File: config.mk
export PLATFORM = sky130hd
export DESIGN_NAME = key_scan
export DESIGN_NICKNAME = d
export VERILOG_FILES = /design/src/rtl/key_scan.sv
export SDC_FILE = /design/constraint.sdc
export NUM_CORES = 1
export LEC_CHECK = 0
export BUFFER_PORTS_ARGS = -buffer_cell sky130_fd_sc_hd__buf_2
export CAP_MARGIN = 30
export CORE_MARGIN = 2
export CORE_UTILIZATION = 40
export DETAILED_ROUTE_END_ITERATION = 16
export GPL_ROUTABILITY_DRIVEN = 0
export GPL_TIMING_DRIVEN = 0
export SLEW_MARGIN = 20
export SYNTH_ARGS = -nofsm -noshare
export SYNTH_HDL_FRONTEND = slang
export SYNTH_SLANG_ARGS = --single-unit
export TNS_END_PERCENT = 1
File: constraint.sdc
create_clock -name CLK -period 1.8 [get_ports CLK]
set_input_delay 0.09 -clock CLK [delete_from_list [all_inputs] [get_ports CLK]]
set_output_delay 0.09 -clock CLK [all_outputs]
set_load 0.01 [all_outputs]
File: src/rtl/key_scan.sv
// key_scan: 2-FF sync plus per-key debounce FSM for active-low buttons; one-hot press pulse and debounced levels.
// Latency: stable raw low to flag_key = 2 + CNT_MAX + 1 cycles. No backpressure: only the lowest-index event of a cycle survives.
// Optional auto-repeat while a key is held is enabled by defining KEY_REPEAT_EN.
module key_scan #(
    parameter int KEY_W      = 4,
    parameter int CNT_MAX    = 1000000,
    parameter int REPEAT_DLY = 25000000,
    parameter int REPEAT_INT = 10000000
) (
    input  logic             CLK,
    input  logic             RST,
    input  logic [KEY_W-1:0] key_in,
    output logic [KEY_W-1:0] flag_key,
    output logic [KEY_W-1:0] key_level,
    output logic             key_busy
);
    localparam int CW = $clog2(CNT_MAX + 1);
    localparam logic [CW-1:0] CNT_LAST = CW'(CNT_MAX - 1);

    if (CNT_MAX < 1 || REPEAT_DLY < 1 || REPEAT_INT < 1) begin : g_bad_cfg
        $error("key_scan: timing parameters must be >= 1");
    end

    typedef enum logic [1:0] {IDLE, PRESS_DB, HELD, REL_DB} state_t;

    state_t           state_q [KEY_W];
    state_t           state_d [KEY_W];
    logic [CW-1:0]    cnt_q   [KEY_W];
    logic [CW-1:0]    cnt_d   [KEY_W];
    logic [KEY_W-1:0] sync1, sync2;
    logic [KEY_W-1:0] event_d, level_d, busy_d;

`ifdef KEY_REPEAT_EN
    localparam int HOLD_MAX = (REPEAT_DLY > REPEAT_INT) ? REPEAT_DLY : REPEAT_INT;
    localparam int HW = $clog2(HOLD_MAX + 1);
    localparam logic [HW-1:0] DLY_LAST = HW'(REPEAT_DLY - 1);
    localparam logic [HW-1:0] INT_LAST = HW'(REPEAT_INT - 1);

    logic [HW-1:0]    hold_q [KEY_W];
    logic [HW-1:0]    hold_d [KEY_W];
    logic [KEY_W-1:0] rep_q, rep_d;
`endif

    always_comb begin
        event_d = '0;
        level_d = '0;
        busy_d  = '0;
`ifdef KEY_REPEAT_EN
        rep_d   = '0;
`endif
        for (int i = 0; i < KEY_W; i++) begin
            state_d[i] = state_q[i];
            cnt_d[i]   = '0;
`ifdef KEY_REPEAT_EN
            hold_d[i]  = '0;
`endif
            case (state_q[i])
                IDLE: begin
                    if (!sync2[i]) state_d[i] = PRESS_DB;
                end
                PRESS_DB: begin
                    // any bounce drops back to IDLE so the window restarts from zero
                    if (sync2[i]) begin
                        state_d[i] = IDLE;
                    end else if (cnt_q[i] == CNT_LAST) begin
                        state_d[i] = HELD;
                        event_d[i] = 1'b1;
                    end else begin
                        cnt_d[i] = cnt_q[i] + CW'(1);
                    end
                end
                HELD: begin
                    if (sync2[i]) state_d[i] = REL_DB;
`ifdef KEY_REPEAT_EN
                    else begin
                        rep_d[i] = rep_q[i];
                        if (hold_q[i] == (rep_q[i] ? INT_LAST : DLY_LAST)) begin
                            event_d[i] = 1'b1;
                            rep_d[i]   = 1'b1;
                        end else begin
                            hold_d[i] = hold_q[i] + HW'(1);
                        end
                    end
`endif
                end
                REL_DB: begin
                    if (!sync2[i]) begin
                        state_d[i] = HELD;
                    end else if (cnt_q[i] == CNT_LAST) begin
                        state_d[i] = IDLE;
                    end else begin
                        cnt_d[i] = cnt_q[i] + CW'(1);
                    end
                end
                default: state_d[i] = IDLE;
            endcase
            level_d[i] = (state_d[i] == HELD) || (state_d[i] == REL_DB);
            busy_d[i]  = (state_d[i] != IDLE);
        end
    end

    always_ff @(posedge CLK) begin
        if (RST) begin
            sync1     <= '1;
            sync2     <= '1;
            flag_key  <= '0;
            key_level <= '0;
            key_busy  <= 1'b0;
            for (int i = 0; i < KEY_W; i++) begin
                state_q[i] <= IDLE;
                cnt_q[i]   <= '0;
`ifdef KEY_REPEAT_EN
                hold_q[i]  <= '0;
`endif
            end
`ifdef KEY_REPEAT_EN
            rep_q <= '0;
`endif
        end else begin
            sync1     <= key_in;
            sync2     <= sync1;
            // isolate lowest set bit; higher simultaneous events are dropped
            flag_key  <= event_d & (~event_d + KEY_W'(1));
            key_level <= level_d;
            key_busy  <= |busy_d;
            for (int i = 0; i < KEY_W; i++) begin
                state_q[i] <= state_d[i];
                cnt_q[i]   <= cnt_d[i];
`ifdef KEY_REPEAT_EN
                hold_q[i]  <= hold_d[i];
`endif
            end
`ifdef KEY_REPEAT_EN
            rep_q <= rep_d;
`endif
        end
    end
endmodule

# ---- Word level (Yosys, flattened, before mapping)
# Memories as Yosys holds them, arrays and structs flattened.
# Index checks and enable logic that the tools add are counted.
dict set report op_classes {
  bitwise 10
  div_mod_pow 0
  reduce_logical 13
  shifts 0
  magnitude_cmp 0
  addsub 5
  eq_ne 24
  mux 67
  mul 0
}
# operator count
set ops {}
lappend ops {{two-way mux 20 bit} 16}
lappend ops {{case mux 20 bit (2 select lines)} 4}
lappend ops {{adder 20 x 1 -> 20 bit, second input constant} 4}
lappend ops {{== test 20 bit, second input constant} 4}
lappend ops {{two-way mux 2 bit} 28}
lappend ops {{== test 2 bit, second input constant} 16}
lappend ops {{case mux 2 bit (4 select lines)} 4}
lappend ops {{two-way mux 1 bit} 15}
lappend ops {{== test 2 x 1 -> 1 bit, second input constant} 4}
lappend ops {{zero test 2 bit} 4}
lappend ops {{bitwise OR 1 bit} 8}
lappend ops {{nonzero test 2 bit} 4}
lappend ops {{adder 4 x 1 -> 4 bit, second input constant} 1}
lappend ops {{bitwise AND 4 bit} 1}
lappend ops {{logical OR 1 bit} 4}
lappend ops {{inverter 4 bit} 1}
lappend ops {{OR reduction 4 bit} 1}
dict set report word_totals {
  latchBits 0
  in_bits 6
  rom_bits 0
  n_memories 2
  ramBits 88
  regBits 17
}
# memory words width rd rd_ports_with_merged_regs write_ports line
set mem_list {}
lappend mem_list {cnt_q 4 20 4 0 4 28} ;# logic [CW-1:0] cnt_q [KEY_W];
lappend mem_list {state_q 4 2 4 0 4 26} ;# state_t state_q [KEY_W];

# ---- Depth between registers and ports, before layout
# Gate-level depths: netlist (run 1).
dict set report depth {
  depth_word 7
  depth_mapped 8
  depth_no_buf 7
}

# ---- Least setup slack after synthesis (run 1)
# Ideal clock, no wire load.
dict set report synth_timing {
  path_kind {reg-to-reg}
  startpoint {mem cnt_q[2][10] in the netlist's numbering}
  endpoint {reg key_busy}
  required_ps 1663
  synth_period_minus_slack_ps 1851
  t_arrival_ps 1714
  path_stages_with_launch 7
  setup_slack_ps -51
  path_cell_list {dfxtp_1 -> or4_4 -> nor4_4 -> nand4_2 -> mux2i_1 -> a211oi_1 -> a41oi_2}
}
# item line
set synth_rtl {}
lappend synth_rtl {{start: declaration} 28}
lappend synth_rtl {{end signal: assignment} 125} ;# key_busy <= |busy_d;
lappend synth_rtl {{end: declaration} 15} ;# output logic key_busy

==> summary by stage, run 1 <==
Synth
The commonest cells after synthesis are 104 x sky130_fd_sc_hd__dfxtp_1, 98 x sky130_fd_sc_hd__nor2_1, 47 x sky130_fd_sc_hd__xor2_1. The number of nets handed over by synthesis was 484. The biggest area consumer among synthesized cells is sky130_fd_sc_hd__dfxtp_1. The number of enable flip-flop cells after synthesis is 0. In the post-synthesis netlist, the cell with the most instances is sky130_fd_sc_hd__dfxtp_1. In the synthesized netlist the async set-or-reset flop fraction comes to 0%.

The total number of yosys warnings is 0. The most common flop cell mapped by yosys is sky130_fd_sc_hd__dfxtp_1. Synthesis produced a netlist whose cell count is 474. The distinct cell type count after synthesis is 49.

The mapped netlist covers 4380 um2. After synthesis, the cell types taking the most area are sky130_fd_sc_hd__dfxtp_1 48%, sky130_fd_sc_hd__xor2_1 9.4%, sky130_fd_sc_hd__nor2_1 8.4%. The proportion of netlist area held by the largest area contributor is 47.6%.

The fraction of the yosys area taken by sequential cells is 47.6%. The synthesized design contains 104 register bits. In this run the mean area of a mapped cell was 9.23 um2.

Place
OpenSTA, run right after detailed placement, puts the worst setup slack at -0.240 ns. The count of input and output buffers is 14. Including well taps, the total number of placed cells is 628. The post-detailed-placement half-perimeter wirelength is 5.50 mm.

Drt
The detail route stage leaves a number of antenna-violating nets equal to 0. The first-pass detailed-route iteration total is 4. The average wire length per cell after detail routing is 12.0 um. The via density per instance is 4.85. The first-iteration detailed-routing DRC count is 86.

After detailed routing, the number of remaining DRC violations is 0. The final wirelength is 7.75 mm. The overall via count from detail_route is 3143.

Pwr
VDD sags by at most 502 uV. The switching portion of total power is 21.7%. The part of the power in combinational logic is 1.6%. Of the total power, the clock network draws 35.6%. Cell internal power was estimated by the tool at 0.00289 W. The cell area power density is 748 nW/um2. The reported leakage power is 1.73 nW. In this run, flip-flops and latches consume 62.8% of the power. For this design the total switching power over the nets is 0.000802 W.

Min path
The endpoint with the worst hold slack is cnt_q[2][4]. The start point of the worst min-delay path is RST. The instance count along the most critical hold path is 4. The tightest min-delay check is of the in2reg type.

Timing
The count of final max-slew check failures is 0. The largest clock skew in the final design is 0.0138 ns. The minimum setup slack in the final design is -0.200 ns. Derived from the worst setup path, the maximum achievable clock frequency is 500 MHz. The actual transition at the worst max-transition pin is 0.551 ns. The final cycle utilization of the critical path is 111%.

The number of hold-slack violations in the final timing report was 0. Setup repair after global routing could not meet its margin everywhere. The number of failing setup endpoints in the final timing report is 5.

The minimum clock period is 2.00 ns. In this run the tightest slew margin relative to its limit is 63.0%.

Floorplan
Row generation in the floorplan step produced 38 rows. The core area is 10700 um2. The floorplan step set the die width to 109 um. The area of the die is 11800 um2. For this configuration, the core starts out at a cell density of 40.7%.

The die is 109 um tall. For this design the top-level I/O count stands at 15.

CTS
The root buffer cell is sky130_fd_sc_hd__clkbuf_8. The source-to-sink clock delay at the later pin of the worst-skew pair is 0.36 ns. The number of sinks driven by the clock tree is 104. In this run, CTS created clock tree buffers numbering 9. The clock slew at the register clock pins of the worst setup and hold paths is 0.10 ns. TritonCTS built the clock tree.

The maximum number of buffers from clock root to sink is 2. The H-tree depth reported by CTS is 3.

Global route
The maximum number of pins on one net before global-route repair is 17. The wire length of the first global-routing pass is 13.3 mm. The total track usage is 14.2%. The number of global-route vias before repair is 3019. The initial antenna violation count was 0. The overflow left after global routing is 0.

Worst setup path
The number of cells on the worst reg-to-reg path is 6. The worst setup path is launched from a flop. In this run the critical register-to-register path is launched from cnt_q[2][10]. The critical path in this run is classified as reg2reg.

The critical-path maximum fanout is 6. The arrival time reported for the critical path endpoint is 2.22 ns. The data required time of the critical path is 2.02 ns.

The worst reg-to-reg setup slack is -0.20 ns. The worst setup path is captured at a flop. In this run the critical register-to-register path is captured at key_busy. The origin of the worst setup path is cnt_q[2][10].

Run status
The checks that failed: negative setup slack. The run finished, with violations left.

Run
Max-cap violations in this run came to 0.

Cells and area
The antenna diode instance count is 0. The filler-free cell count of the finished design is 648. The final cell utilization of the core is 45.9%.

The share of layout cells above drive strength 1 is 15.9%. The filler cell count is 1088. The number of nets in the layout is 513. Compared with the post-synthesis result, the final layout area differs by 12.8%.
## area by class of cell
class	count	area [um2]	area share, %
Inverter	12	45.0	0.913
Sequential cell	104	2090	42.3
Clock inverter	4	30.0	0.608
Multi-Input combinational cell	345	2220	45.0
Clock buffer	12	145	2.94
Buffer	12	115	2.33
Timing Repair Buffer	19	118	2.38
Tap cell	140	175	3.55
## metal layers
metal	track usage, %	routed length, um	up-vias
li1	-	-	1634
met1	18.3	3760	1463
met2	23.4	3700	36
met3	3.32	193	10
met4	5.13	98	0
met5	0	0	-
## sequential cells by signal, summed over array words and instances (netlist names)
name	cells
cnt_q	80
sync1	4
flag_key	4
key_busy	1
key_level	4
state_q	7
sync2	4
## worst max-delay path, stage by stage, from the launching register on
cell	delay (ns)
sky130_fd_sc_hd__dfxtp_2	0.36
sky130_fd_sc_hd__or4_4	0.56
sky130_fd_sc_hd__nor4_4	0.20
sky130_fd_sc_hd__nand4_2	0.18
sky130_fd_sc_hd__buf_4	0.18
sky130_fd_sc_hd__a211oi_2	0.23
sky130_fd_sc_hd__a41oi_2	0.14
## worst max-delay path by stage
stage | cells past startpoint | slack (ns) | endpoint
final | 6 | -0.20 | key_busy
after global routing | 6 | -0.28 | key_busy
after CTS | 6 | -0.20 | key_busy
after detailed placement | 8 | -0.24 | key_busy
after global placement | 6 | -0.23 | key_busy
after floorplan | 6 | -0.05 | key_busy
## metrics by stage
stage | total power, W | instance area (um2) | hold WS, ns | setup TNS, ns
after floorplan | 0.00241 | 4380 | 0.194 | -0.0509
after global placement | 0.00242 | 4620 | 0.277 | -4.20
after detailed placement | 0.00242 | 4620 | 0.274 | -5.76
after CTS | 0.00376 | 4880 | 0.0914 | -0.720
after global routing | 0.00385 | 4940 | 0.138 | -2.11
final | 0.00369 | 4940 | 0.108 | -0.628
## cells in the final DEF (no fill, tap or decap), types with 8 or more instances in the layout
cell / instances
sky130_fd_sc_hd__clkbuf_8: 11
sky130_fd_sc_hd__or2_2: 8
sky130_fd_sc_hd__nand3_1: 37
sky130_fd_sc_hd__nand2_1: 26
sky130_fd_sc_hd__xnor2_1: 27
sky130_fd_sc_hd__buf_2: 14
sky130_fd_sc_hd__nand4_1: 11
sky130_fd_sc_hd__and3_1: 18
sky130_fd_sc_hd__dfxtp_1: 99
sky130_fd_sc_hd__nor3_1: 8
sky130_fd_sc_hd__inv_1: 12
sky130_fd_sc_hd__nor2_1: 95
sky130_fd_sc_hd__xor2_1: 47
## timing repair
action / 4_1_cts / 5_1_grt
hold buffers: 4 / 0
setup endpoints to repair: 58 / 81
gates resized for setup: 14 / 16
buffers inserted: 1 / 0
gates cloned: 0 / 0
hold endpoints to repair: 4 / 0
pin swaps: 1 / 1
## power groups by stage
stage               sequential (W)  clock [W]  combinational, W
CTS                        0.00232    0.00138         0.0000568
global route               0.00232    0.00146         0.0000627
detailed placement         0.00237          0         0.0000495
floorplan                  0.00237          0         0.0000334
finish                     0.00232    0.00131         0.0000572
global placement           0.00237          0         0.0000489
## cells by family (layout without fill, tap and decap cells)
family / after synthesis / count (layout) / share of synthesized area (%)
DFF: 104 / 104 / 47.6
adders and majority gates: 4 / 4 / 1.14
buffers and inverters: 25 / 59 / 2.80
muxes: 3 / 3 / 0.686
and+or+nand+nor: 249 / 249 / 30.3
AOI/OAI and AO/OA: 15 / 15 / 2.72
xor gates and xnor gates: 74 / 74 / 14.8
(Power assumes the default switching activity.)
==> run 2: changes to the inputs <==
CORE_ASPECT_RATIO = 2   (was not set)
CORE_UTILIZATION = 55   (was 40)
PLACE_DENSITY = 0.75   (was not set)
SLEW_MARGIN = not set   (was 20)
==> run 2 against run 1 <==
Against the previous run:
- the flow still finishes with violations (negative setup slack)
- sequential cell count stayed put
- via count grew 3.6%
- sequential share of layout area is 1.5 points lower
- worst hold slack better by 0.047 ns
- clock power up 54%
- combinational power is 1% higher
==> summary by stage, run 2 (synthesis gave the netlist of run 1 again) <==
Run status
The flow ran to the end, but the final reports show violations. The checks that failed: negative setup slack.

Worst setup path
Data on the critical path is required at its endpoint by 2.01 ns. The cell depth of the worst setup path is 6. The critical-path maximum fanout is 4.

The worst setup path is of the reg2reg kind. The number of buffers and inverters on the critical path is 0. The critical-path cell with the highest stage delay is sky130_fd_sc_hd__or4b_4. The worst reg-to-reg setup slack is -0.30 ns. Traced cell by cell, the critical path runs through or4b_4 > nor4_4 > nand3_2 > mux2i_2 > o21a_2 > a41oi_2.

In this design, the stage delay of the slowest critical-path cell is 0.54 ns. The number of cells traversed by the worst register-to-register path is 6. STA classifies the critical path startpoint as a flop. The family with the most delay on the worst path is simple AND/OR/NAND/NOR gates. The arrival time reported for the critical path endpoint is 2.30 ns. STA classifies the critical path endpoint as a flop.

Timing
The count of final max-slew check failures is 0. Based on the critical path, the design can be clocked at up to 477 MHz. The number of failing setup endpoints in the final timing report is 29. After layout, the worst path uses 116% of the clock period. The minimum clock period is 2.10 ns. The number of hold-slack violations in the final timing report was 0. The largest clock skew in the final design is 0.00487 ns. At the pin with the least slew margin, the transition time is 0.517 ns. In the post-route analysis, the smallest setup slack over all paths is -0.296 ns.

Setup repair after global routing could not meet its margin everywhere. The final worst hold slack is 0.155 ns. Headroom to the max-slew limit came out at 65.2%.

Cells and area
Fill cells in the final layout number 649. Leaving out fill and tap cells, the most frequent cell in the layout is sky130_fd_sc_hd__nor2_1. The largest registers in the layout are cnt_q: 80 flops, state_q: 7 flops. The flip-flop count of the largest register, all copies and words added is 80. The footprint of the multi-input gates is 2260 um2. Summing all flip-flop and latch instances after layout gives 2090 um2. 0 antenna diodes ended up in the layout.

Counting flops per register, the top entry is cnt_q. For this run, the post-layout net count is 521. The filler-free cell count of the finished design is 612. The top cell types in the final layout, fill and taps aside, are 98 x sky130_fd_sc_hd__nor2_1, 96 x sky130_fd_sc_hd__dfxtp_1, 47 x sky130_fd_sc_hd__xor2_1, 37 x sky130_fd_sc_hd__nand3_1, 27 x sky130_fd_sc_hd__xnor2_1. From synthesis to final layout, the design area changed by 17.3%.

The finished cells cover 5130 um2. The share of layout cells above drive strength 1 is 19.2%.

CTS
TritonCTS built the clock tree. The number of sinks driven by the clock tree is 104. Clock-pin slew was measured on the worst setup and hold paths at 0.06 ns. The H-tree depth reported by CTS is 3. The cell sitting at the root of the clock tree is a sky130_fd_sc_hd__clkbuf_16.

The maximum number of buffers from clock root to sink is 2. The number of CTS-inserted buffers is 9. The source-to-sink clock delay at the later pin of the worst-skew pair is 0.34 ns.

Min path
The worst hold path passes through 3 cells. The path class of the tightest hold or removal check is in2reg.

Place
The cell total after placement is 584. The post-place setup slack is -0.305 ns. The area after detailed placement is 4570 um2. Port buffering added 14 buffers. Detailed placement finished with a half-perimeter wire length of 5.16 mm.

Global route
The total track usage is 19.3%. The initial antenna violation count is 0. The wire length of the first global-routing pass is 13.0 mm. Entering global routing, the biggest net connects 16 pins.

The overflow left after global routing is 0. The number of global-route vias before repair came to 3074.

Drt
The pre-antenna-repair detailed-routing pass consisted of 4 iterations. The first-iteration detailed-routing DRC count is 101. The overall via count from detail_route is 3255. The detail route stage leaves a number of antenna-violating nets equal to 0. The final wirelength is 7.93 mm. The DRC violation count after routing is 0. In the final routed layout, each cell accounts on average for 13.0 um. In the routed layout, each cell is associated on average with a via count of 5.32.

Floorplan
The region available for standard cell placement spans 7830 um2. In this run the core area contains 46 standard-cell rows. The height of the chip is 130 um. The area of the die is 8730 um2. The die width is 67.1 um. The I/O pin count is 15. The starting density of the core is 55.9%.

Pwr
Across the VDD grid, the largest voltage drop is 697 uV. In this run the power density over the cells is 857 nW/um2. The reported leakage power is 1.86 nW.

Run
The number of max-cap violations is 0.
## run 2: final cells by class
| class | count | area share (%) |
|---|---|---|
| timing repair buffer | 28 | 3.61 |
| clock inverter | 2 | 0.682 |
| sequential | 104 | 40.8 |
| buffer | 11 | 2.17 |
| tap | 96 | 2.34 |
| clock buffer | 14 | 5.53 |
| multi-input combinational | 345 | 44.0 |
| inverter | 12 | 0.877 |
## run 2: routing by layer
layer | up-vias | GRT usage (%) | share of wire [%]
li1 | 1654 | - | -
met1 | 1547 | 23.0 | 47
met2 | 40 | 32.3 | 48
met3 | 14 | 4.40 | 2.6
met4 | 0 | 8.88 | 2.0
met5 | - | 0 | 0
## run 2: timing repair
action / in CTS / in global routing
setup buffers: 3 / 7
pin swaps: 3 / 9
hold endpoints to repair: 4 / 0
hold buffers: 4 / 0
setup endpoints to repair: 57 / 82
resized for setup: 16 / 27
## run 2: tightest hold or removal path, stage by stage
cell                      delay (ns)
sky130_fd_sc_hd__buf_2          0.16
sky130_fd_sc_hd__buf_6          0.15
sky130_fd_sc_hd__nor2b_1        0.05
## run 2: path summary, 6_finish.rpt
kind                                endpoint   startpoint
worst max-delay path                key_busy  cnt_q[3][7]
worst min-delay path            key_level[2]          RST
worst max register to register      key_busy  cnt_q[3][7]
worst min register to register      sync2[1]     sync1[1]
## run 2: power breakdown
group          leakage [nW]  total [W]  switching (W)  internal [W]
clock                 0.159    0.00202       0.000797       0.00123
combinational         0.855  0.0000579      0.0000265     0.0000314
sequential            0.844    0.00232     0.00000867       0.00231
total                  1.86    0.00440       0.000832       0.00357
## run 2: metrics by stage
| stage | total power, W | TNS [ns] | util, % |
|---|---|---|---|
| floorplan | 0.00241 | -0.0509 | - |
| global placement | 0.00242 | -3.15 | 58.3 |
| detailed placement | 0.00242 | -4.86 | 58.3 |
| CTS | 0.00444 | -2.85 | 63.8 |
| global route | 0.00455 | -6.10 | 65.6 |
| finish | 0.00440 | -3.30 | 65.6 |
==> run 3: changes to the inputs <==
CELL_PAD_IN_SITES_DETAIL_PLACEMENT = 1   (was not set)
CELL_PAD_IN_SITES_GLOBAL_PLACEMENT = 1   (was not set)
CORE_UTILIZATION = 43   (was 55)
PLACE_DENSITY = not set   (was 0.75)
PLACE_DENSITY_LB_ADDON = 0.1   (was not set)
SKIP_LAST_GASP = 1   (was not set)
SLEW_MARGIN = 5   (was not set)
==> run 3 against run 2 <==
Against the previous run:
- the flow still finishes with violations (negative setup slack)
- die area grew 27%
- combinational power is essentially flat
- routed wire length grew 17%
- fmax grew 2.5%
- sequential share of layout area grew 0.079 points
- critical path depth is the same
- design area shrank 0.73%
- register-to-register slack gained 0.05 ns
- non-clock buffer count shrank 5
- global-route usage shrank 0.76 points
- clock power grew 30%
- power grew 14%
==> summary by stage, run 3 (synthesis gave the netlist of run 1 again) <==
Timing
Across the routed clock network, the largest skew measured is 0.00624 ns. The count of final max-slew check failures came to 0. The actual transition at the worst max-transition pin is 0.591 ns.

After layout, the worst setup slack is -0.244 ns. The final cycle utilization of the critical path is 114%. The number of hold-slack violations in the final timing report is 0. The minimum clock period is 2.04 ns. The number of failing setup endpoints in the final timing report is 60. The tightest hold path in the finished design has a slack of 0.153 ns. The maximum clock frequency is 489 MHz. Setup repair after global routing could not meet its margin everywhere. Measured against its own limit, the worst slew margin works out to 60.3%.

Pwr
For this design the static power due to leakage is 1.82 nW. The maximum VDD drop is 664 uV. The cell area power density is 983 nW/um2.

CTS
The number of sinks driven by the clock tree is 104. The H-tree was split into 3 levels. After clock tree synthesis, the clock-pin slew on the worst setup and hold paths is 0.07 ns. Clock tree synthesis inserted a total of 9 buffers.

At the later pin of the worst-skew pair, clock insertion delay measures 0.34 ns. Counting along the longest clock path gives a buffer depth of 2. TritonCTS built the clock tree. The root buffer cell is sky130_fd_sc_hd__clkbuf_16.

Floorplan
The die covers 11100 um2. The die width is 75.3 um. The number of rows in the core area is 52. The initial utilization of the core area, before any placement, comes to 43.7%. The height of the chip is 147 um.

During I/O placement, the number of pins put on the boundary was 15. The core area is 10000 um2.

Drt
Dividing the detail-routed wire length by the instance count gives 14.3 um. The overall via count from detail_route is 3301. The via density per instance is 5.12. The number of antenna-violating nets in the routed design is 0.

For this run, the detailed router's first-pass iteration total came to 4. The first-iteration detailed-routing DRC count is 66. The final wirelength is 9.24 mm.

The DRC violation count after routing is 0.

Worst setup path
On the worst path, the slowest cell contributes a delay of 0.56 ns. The number of buffers and inverters on the critical path is 0. In this design, the largest share of critical-path delay is due to simple AND/OR/NAND/NOR gates. The critical path goes through or4b_4 > nor4_4 > nand4_4 > nor2b_4 > a211oi_2 > a41oi_2. The critical-path cell with the highest stage delay is sky130_fd_sc_hd__or4b_4. The origin of the worst setup path is cnt_q[1][10]. STA classifies the critical path startpoint as a flop. The start-to-end type of the worst setup path is reg2reg.

The endpoint kind of the worst setup timing path is a flop. The arrival time reported for the critical path endpoint is 2.25 ns. The number of cells traversed by the worst register-to-register path is 6.

The critical-path maximum fanout is 5. The cell depth of the worst setup path is 6. Data on the critical path is required at its endpoint by 2.00 ns. The startpoint of the worst-slack reg-to-reg timing path is cnt_q[1][10].

Global route
The number of global-route vias before repair came to 3534. The total track usage is 18.5%. The initial antenna violation count was 0.

The overflow left after global routing is 0. The first global-routing pass estimated 16.0 mm of wire. The maximum number of pins on one net before global-route repair is 17.

Place
Buffers placed on the I/O ports in this run total 14. The area after detailed placement is 4620 um2. The post-detailed-placement half-perimeter wirelength is 6.72 mm.

Cells and area
The number of nets in the layout is 516. The flip-flop count of the largest register, all copies and words added is 80. The design area is 5100 um2. In the layout the commonest cells are 103 x sky130_fd_sc_hd__dfxtp_1, 98 x sky130_fd_sc_hd__nor2_1, 47 x sky130_fd_sc_hd__xor2_1, 39 x sky130_fd_sc_hd__nand3_1, 27 x sky130_fd_sc_hd__xnor2_1. Summing all flip-flop and latch instances after layout gives 2080 um2. The largest registers in the layout are cnt_q: 80 flops, state_q: 7 flops.

The register with the most flip-flops in the final layout is cnt_q. The library cell used most frequently in the layout, excluding fill and tap cells, is sky130_fd_sc_hd__dfxtp_1. The area growth from synthesis to layout is 16.5%. Cells with a size suffix above 1 make up 14.1% of the layout. The footprint of the multi-input gates is 2180 um2. The filler cell count is 1176. The antenna diode instance count is 0.

Run status
The run finished, with violations left. The checks that failed: negative setup slack.

Run
The tool flagged a number of max-cap violations equal to 0.

Min path
The start point of the worst min-delay path is RST. The classification of the worst-slack hold path is in2reg. The instance count along the most critical hold path is 4.
## run 3: cell count changes in the layout (fill, tap and decap cells not counted), moves of 3 or more
cell and delta:
sky130_fd_sc_hd__clkbuf_8 -4, sky130_fd_sc_hd__bufinv_16 +5, sky130_fd_sc_hd__nor4_1 +3, sky130_fd_sc_hd__buf_2 +6, sky130_fd_sc_hd__dfxtp_1 +7, sky130_fd_sc_hd__buf_6 -3
sky130_fd_sc_hd__dfxtp_2 -6, sky130_fd_sc_hd__buf_4 -8
## run 3: layout make-up
type                       instances  area share (%)
multi-input combinational        345            42.8
sequential                       104            40.9
clock buffer                       9            4.42
clock inverter                     6            3.53
tap                              135            3.31
timing repair buffer              22            2.75
buffer                            12            1.45
inverter                          12           0.884
## run 3: what timing repair did
| item | CTS | global route |
|---|---|---|
| setup buffers | 4 | 0 |
| pin swaps | 3 | 0 |
| hold buffers | 4 | 0 |
| endpoints found under the setup margin | 64 | 91 |
| hold endpoints to repair | 4 | 0 |
| gates resized for setup | 3 | 0 |
## run 3: routing by layer
metal,track usage [%],wire [um]
met1,19.6,3640
met2,34.7,5270
met3,3.59,188
met4,5.96,142
met5,0,0
## run 3: worst register-to-register path, cell delays in order (launching register included)
cell and delay [ns]:
sky130_fd_sc_hd__dfxtp_1 0.36, sky130_fd_sc_hd__or4b_4 0.56, sky130_fd_sc_hd__nor4_4 0.31, sky130_fd_sc_hd__nand4_4 0.17, sky130_fd_sc_hd__nor2b_4 0.18, sky130_fd_sc_hd__a211oi_2 0.17, sky130_fd_sc_hd__a41oi_2 0.15
## run 3: worst paths after layout
kind	slack (ns)	to
worst max register to register	-0.24	key_busy
worst min-delay path	0.15	cnt_q[2][4]
worst min register to register	0.42	sync2[2]
worst max-delay path	-0.24	key_busy
## run 3: per-stage QoR
stage / setup WS, ns / instances / utilization [%] / power, W / setup TNS, ns
CTS: -0.244 / 645 / 50.9 / 0.00506 / -11.78
detailed placement: -0.311 / 623 / 46.1 / 0.00242 / -7.74
floorplan: -0.0509 / 474 / - / 0.00241 / -0.0509
global route: -0.369 / 645 / 50.9 / 0.00516 / -21.03
finish: -0.244 / 645 / 50.9 / 0.00501 / -9.94
global placement: -0.289 / 623 / 46.1 / 0.00242 / -5.68
## run 3: where the power goes
group          internal, W  switching [W]
clock network      0.00177       0.000860
logic            0.0000308      0.0000268
registers          0.00231     0.00000768
